==> src/rtl/hpdcache_cmo_req_adapter.sv <==
// Front end of the HPDcache CMO handler: buffers core CMO requests, issues them to
// the handler one at a time as one-hot operations and returns optional completions.
module hpdcache_cmo_req_adapter #(
   parameter int unsigned FIFO_DEPTH  = 2,
   parameter int unsigned ADDR_WIDTH  = 49,
   parameter int unsigned WDATA_WIDTH = 64,
   parameter int unsigned SID_WIDTH   = 3,
   parameter int unsigned TID_WIDTH   = 6
) (
   input  logic                   clk_i,
   input  logic                   rst_ni,

   input  logic                   core_req_valid_i,
   output logic                   core_req_ready_o,
   input  logic [2:0]             core_req_op_i,
   input  logic [ADDR_WIDTH-1:0]  core_req_addr_i,
   input  logic [WDATA_WIDTH-1:0] core_req_wdata_i,
   input  logic [SID_WIDTH-1:0]   core_req_sid_i,
   input  logic [TID_WIDTH-1:0]   core_req_tid_i,
   input  logic                   core_req_need_rsp_i,

   output logic                   cmo_req_valid_o,
   input  logic                   cmo_req_ready_i,
   output logic [3:0]             cmo_req_op_o,
   output logic [ADDR_WIDTH-1:0]  cmo_req_addr_o,
   output logic [WDATA_WIDTH-1:0] cmo_req_wdata_o,

   output logic                   rsp_valid_o,
   input  logic                   rsp_ready_i,
   output logic [SID_WIDTH-1:0]   rsp_sid_o,
   output logic [TID_WIDTH-1:0]   rsp_tid_o,
   output logic                   rsp_error_o,

   output logic                   busy_o
);

   localparam int unsigned PTR_W = $clog2(FIFO_DEPTH);

   typedef logic [PTR_W:0] ptr_t;

   typedef struct packed {
      logic [2:0]             op;
      logic [ADDR_WIDTH-1:0]  addr;
      logic [WDATA_WIDTH-1:0] wdata;
      logic [SID_WIDTH-1:0]   sid;
      logic [TID_WIDTH-1:0]   tid;
      logic                   need_rsp;
   } entry_t;

   typedef enum logic [1:0] {
      IDLE,
      WAIT_DONE,
      RSP
   } state_e;

   entry_t               fifo_mem_q [FIFO_DEPTH];
   entry_t               entry_in;
   entry_t               head;
   ptr_t                 wr_ptr_q, wr_ptr_d;
   ptr_t                 rd_ptr_q, rd_ptr_d;
   logic                 fifo_full, fifo_empty;
   logic                 push, pop;
   logic                 head_legal;

   state_e               state_q, state_d;
   logic [SID_WIDTH-1:0] rsp_sid_q, rsp_sid_d;
   logic [TID_WIDTH-1:0] rsp_tid_q, rsp_tid_d;
   logic                 need_rsp_q, need_rsp_d;
   logic                 rsp_error_q, rsp_error_d;

   // Pointers carry one extra wrap bit so full and empty are distinguishable.
   assign fifo_empty = (wr_ptr_q == rd_ptr_q);
   assign fifo_full  = (wr_ptr_q[PTR_W] != rd_ptr_q[PTR_W]) &&
                       (wr_ptr_q[PTR_W-1:0] == rd_ptr_q[PTR_W-1:0]);
   assign push       = core_req_valid_i & ~fifo_full;

   assign entry_in = '{op:       core_req_op_i,
                       addr:     core_req_addr_i,
                       wdata:    core_req_wdata_i,
                       sid:      core_req_sid_i,
                       tid:      core_req_tid_i,
                       need_rsp: core_req_need_rsp_i};

   assign head       = fifo_mem_q[rd_ptr_q[PTR_W-1:0]];
   assign head_legal = ~head.op[2];

   // NOTE: the storage array carries no reset; the pointers alone define which
   // entries are meaningful, so clearing the payload would only cost area.
   always_ff @(posedge clk_i) begin
      if (push) begin
         fifo_mem_q[wr_ptr_q[PTR_W-1:0]] <= entry_in;
      end
   end

   // NOTE: every signal assigned in this block gets a default first, so no path
   // leaves a value unassigned and no latch is inferred.
   always_comb begin
      state_d     = state_q;
      rsp_sid_d   = rsp_sid_q;
      rsp_tid_d   = rsp_tid_q;
      need_rsp_d  = need_rsp_q;
      rsp_error_d = rsp_error_q;
      pop         = 1'b0;

      case (state_q)
         IDLE: begin
            if (!fifo_empty) begin
               if (head_legal) begin
                  if (cmo_req_ready_i) begin
                     pop         = 1'b1;
                     state_d     = WAIT_DONE;
                     rsp_sid_d   = head.sid;
                     rsp_tid_d   = head.tid;
                     need_rsp_d  = head.need_rsp;
                     rsp_error_d = 1'b0;
                  end
               end else begin
                  // Illegal opcodes never reach the handler.
                  pop = 1'b1;
                  if (head.need_rsp) begin
                     state_d     = RSP;
                     rsp_sid_d   = head.sid;
                     rsp_tid_d   = head.tid;
                     need_rsp_d  = head.need_rsp;
                     rsp_error_d = 1'b1;
                  end
               end
            end
         end
         WAIT_DONE: begin
            if (cmo_req_ready_i) begin
               state_d = need_rsp_q ? RSP : IDLE;
            end
         end
         RSP: begin
            if (rsp_ready_i) begin
               state_d = IDLE;
            end
         end
         default: state_d = IDLE;
      endcase
   end

   always_comb begin
      wr_ptr_d = push ? wr_ptr_q + ptr_t'(1) : wr_ptr_q;
      rd_ptr_d = pop  ? rd_ptr_q + ptr_t'(1) : rd_ptr_q;
   end

   // NOTE: sequential state is updated with non-blocking assignments only, so
   // every flop samples the pre-edge value of every other flop.
   always_ff @(posedge clk_i or negedge rst_ni) begin
      if (!rst_ni) begin
         wr_ptr_q    <= '0;
         rd_ptr_q    <= '0;
         state_q     <= IDLE;
         rsp_sid_q   <= '0;
         rsp_tid_q   <= '0;
         need_rsp_q  <= 1'b0;
         rsp_error_q <= 1'b0;
      end else begin
         wr_ptr_q    <= wr_ptr_d;
         rd_ptr_q    <= rd_ptr_d;
         state_q     <= state_d;
         rsp_sid_q   <= rsp_sid_d;
         rsp_tid_q   <= rsp_tid_d;
         need_rsp_q  <= need_rsp_d;
         rsp_error_q <= rsp_error_d;
      end
   end

   always_comb begin
      cmo_req_op_o = 4'b0000;
      case (head.op)
         3'd0:    cmo_req_op_o = 4'b0001;
         3'd1:    cmo_req_op_o = 4'b0010;
         3'd2:    cmo_req_op_o = 4'b0100;
         3'd3:    cmo_req_op_o = 4'b1000;
         default: cmo_req_op_o = 4'b0000;
      endcase
   end

   assign cmo_req_valid_o  = (state_q == IDLE) && !fifo_empty && head_legal;
   assign cmo_req_addr_o   = head.addr;
   assign cmo_req_wdata_o  = head.wdata;

   assign core_req_ready_o = ~fifo_full;
   assign rsp_valid_o      = (state_q == RSP);
   assign rsp_sid_o        = rsp_sid_q;
   assign rsp_tid_o        = rsp_tid_q;
   assign rsp_error_o      = rsp_error_q;
   assign busy_o           = ~fifo_empty | (state_q != IDLE);

endmodule

==> config.mk <==
export PLATFORM = sky130hd
export DESIGN_NAME = hpdcache_cmo_req_adapter
export DESIGN_NICKNAME = d
export VERILOG_FILES = /design/src/rtl/hpdcache_cmo_req_adapter.sv
export SDC_FILE = /design/constraint.sdc
export NUM_CORES = 1
export LEC_CHECK = 0
export ABC_AREA = 1
export BUFFER_PORTS_ARGS = -buffer_cell sky130_fd_sc_hd__buf_2
export CAP_MARGIN = 20
export CORE_MARGIN = 4
export CORE_UTILIZATION = 53
export CTS_CLUSTER_DIAMETER = 100
export DETAILED_ROUTE_END_ITERATION = 16
export PLACE_DENSITY_LB_ADDON = 0.15
export SYNTH_ARGS = -nofsm -noshare
export SYNTH_HDL_FRONTEND = slang
export SYNTH_SLANG_ARGS = --single-unit
export TNS_END_PERCENT = 20
==> constraint.sdc <==
create_clock -name clk_i -period 8.75 [get_ports clk_i]
set_input_delay 0.875 -clock clk_i [delete_from_list [all_inputs] [get_ports clk_i]]
set_output_delay 0.875 -clock clk_i [all_outputs]
set_load 0.005 [all_outputs]
==> impl_metrics.py <==
metrics = {
    "sta": {
        "finClkSkew_ns": 0.00926,
        "fin_tns_setup_ns": 0,
        "slew_headroom_pct": 29.2,
        "drv_slew": 0,
        "tightest_slew_ns": 1.06,
        "hold_viol_final": 0,
        "hold_slack_ns": 0.291,
        "clock.fmax_mhz": 255,
        "fin_crit_ns": 3.91,
        "final.period_utilization_pct": 44.7,
        "setup_viol": 0,
        "rsz0062_at_grt": "no",
    },
    "place": {
        "gp_congestion": 0.745,
        "hpwlAfterDp_um": 12800,
        "dp.cells": 1276,
        "port_buffers": 261,
    },
    "drt": {
        "drt-met1-wl_um": 9010,
        "wl_met3_um": 1690,
        "dr.max_layer_used": "met5",
        "wire_per_inst_um": 15.4,
        "num_vias": 6235,
        "drc": 0,
        "wirelength_um": 20400,
        "vias_per_cell": 4.70,
        "antenna_left": 0,
        "first_pass_iters": 4,
        "routed-wl-met2_um": 9420,
        "drtIter0Drc": 281,
    },
    "cts": {
        "postCtsSetupRepairBufs": 0,
        "cts_tree": "done",
        "cts.clk_slew.worst_paths_ns": 0.06,
        "root_buffer": "clkbuf_16",
        "clock_latency_ns": 0.51,
        "clock_path_buffers": 3,
        "cts_resized": 0,
        "cts.sinks": 269,
        "hold_buffers": 0,
        "htreeDepth": 1,
        "cts_buffers": 27,
    },
    "global_routing": {
        "gr-usage-all-layers_pct": 17.2,
        "overflow": 0,
        "grt_max_degree": 94,
        "grt_pass1_vias": 5960,
        "antenna_found_initial": 5,
        "grt_pass1_wl_um": 30500,
    },
    "critical_path": {
        "arrival_ns": 3.04,
        "path_cells": "inv_4 -> buf_4 -> nand2_1 -> nand2_1 -> buf_2",
        "required_ns": 7.88,
        "path_class": "reg -> out",
        "crit_buf_inv": 3,
        "cp_slowest_cell": "buf_4",
        "crit_family": "buffers and inverters",
        "critPathMaxStageDelay_ns": 0.80,
        "crit_path_frequent_cell": "nand2_1",
        "end_kind": "output port",
        "path_max_fanout": 93,
        "startpoint_type": "flip-flop",
    },
    "power_and_ir_drop": {
        "powerDensity_nw_per_um2": 343,
        "total_power_mw": 4.23,
        "power_leakage_nw": 5.40,
        "vdd_drop_max_mv": 0.235,
    },
    "yosys": {
        "ys_seq_area_share_pct": 73.8,
        "syn_area_per_cell_um2": 12.3,
        "synth_cell_types": 25,
        "synth_nets": 1013,
        "synthCells": 882,
        "yosys_warnings": 0,
        "synth_area_um2": 10800,
        "synth_seq_cells": 269,
    },
    "layout": {
        "layout-drive-gt1-share_pct": 29.5,
        "final_cells": 1327,
        "nets": 1166,
        "area_growth_syn_to_layout_pct": 13.9,
    },
    "floorplanning": {
        "start_util_pct": 53.7,
        "die_w_um": 151,
        "num_rows": 52,
        "fp.dieH_um": 151,
        "core-area_um2": 20200,
        "dieArea_um2": 22800,
        "pin_count": 262,
    },
    "outcome": {
        "status": "finished, final reports clean",
    },
    "min_path": {
        "hp-class": "in -> async",
    },
    "flow_run": {
        "cap_violations": 0,
    },
}
[layout by cell type, fill, tap and decap left out, types with 2 or more instances in the layout]
master     instances
buf_2            261
buf_4              6
clkbuf_1           5
clkbuf_16         27
clkinv_1           8
clkinv_2           6
dfrtp_1           16
diode_2            4
edfxtp_1         252
inv_1              8
inv_2              2
nand2_1          418
nand2_2            2
nand3_1           14
nor2_1            10
nor2_4             2
o21ai_1            3
[layer usage]
metal | global-route usage [%] | vias up
met3 | 4.49 | 23
li1 | - | 3118
met4 | 4.44 | 6
met5 | 0 | -
met2 | 27.4 | 205
met1 | 23.9 | 2883
[final timing paths]
check / from / endpoint / slack [ns] / cells after the start
setup / recovery: rd_ptr_q[0]$_DFFE_PN0P_ / cmo_req_addr_o[27] / 4.84 / 5
hold / removal: rst_ni / rsp_sid_o[1]$_DFFE_PN0P_ / 0.29 / 1
setup reg to reg: rd_ptr_q[0]$_DFFE_PN0P_ / fifo_mem_q[0][49]$_DFFE_PP_ / 5.61 / 7
hold reg to reg: rsp_tid_o[3]$_DFFE_PN0P_ / rsp_tid_o[3]$_DFFE_PN0P_ / 0.47 / 2
max in group asynchronous: rst_ni / rd_ptr_q[0]$_DFFE_PN0P_ / 8.13 / 1
min in group clk_i: rsp_tid_o[3]$_DFFE_PN0P_ / rsp_tid_o[3]$_DFFE_PN0P_ / 0.47 / 2
[through the flow]
stage / cell area [um^2] / setup slack (ns) / util (%)
6_report: 12300 / 4.84 / 61.1
5_1_grt: 12300 / 4.57 / 61.1
4_1_cts: 12300 / 4.82 / 61.1
3_5_place_dp: 11500 / 5.39 / 57.2
3_3_place_gp: 11500 / 5.41 / 57.2
2_1_floorplan: 10800 / 1.94 / -
[layout make-up]
type	count	area (um^2)
multi-input cells	459	1800
well taps	270	338
repair buffers	267	1350
inverters	11	43.8
flip-flops and latches	269	8000
clock buffers	32	694
fillers	1608	7850
clock inverters	15	90.1
diodes	4	10.0
[state kept, by name, indices dropped and copies added, names as in the netlist]
| signal | cells |
|---|---|
| state_q | 2 |
| rsp_tid_o | 6 |
| wr_ptr_q | 2 |
| rd_ptr_q | 2 |
| rsp_error_o | 1 |
| fifo_mem_q | 252 |
| rsp_sid_o | 3 |
| need_rsp_q | 1 |
[kinds of logic (layout without fill, tap and decap cells)]
logic type | count (synthesis) | after routing | share of synthesized area, %
flops | 269 | 269 | 73.8
mux | 1 | 1 | 0.0925
xor+xnor | 1 | 1 | 0.0809
buf+inv | 154 | 325 | 9.63
compound gates | 6 | 6 | 0.312
simple gates | 451 | 451 | 16.0
other cells | 0 | 4 | 0
[Yosys cell counts (all sizes together)]
cell type    n  share of area (%)
nand2      420                 15
nor2        12               0.44
o21ai        4               0.18
dfrtp       17                3.9
buf        136                9.0
clkbuf       7               0.24
inv         11               0.38
nand3       15               0.74
nand3b       1              0.069
mux2i        1              0.092
edfxtp     252                 70
nand4        1              0.058
xor2         1              0.081
a21oi        2               0.13
or2          2               0.12
[where the power goes]
| group | switching [mW] | internal [mW] | leakage [nW] |
|---|---|---|---|
| clock | 0.437 | 0.589 | 0.389 |
| combinational | 0.821 | 0.435 | 2.46 |
| sequential | 0.130 | 1.82 | 2.55 |
| total | 1.39 | 2.84 | 5.40 |
[worst reg2reg max path: stages, from the launching register on]
cell and delay (ns):
dfrtp_4 0.91, inv_4 0.36, nand2_1 0.17, nand2_2 0.09, nand3_2 0.09, nand2_1 0.14
nor2_4 0.12, buf_4 0.77
Power figures use the tool's default switching activity.
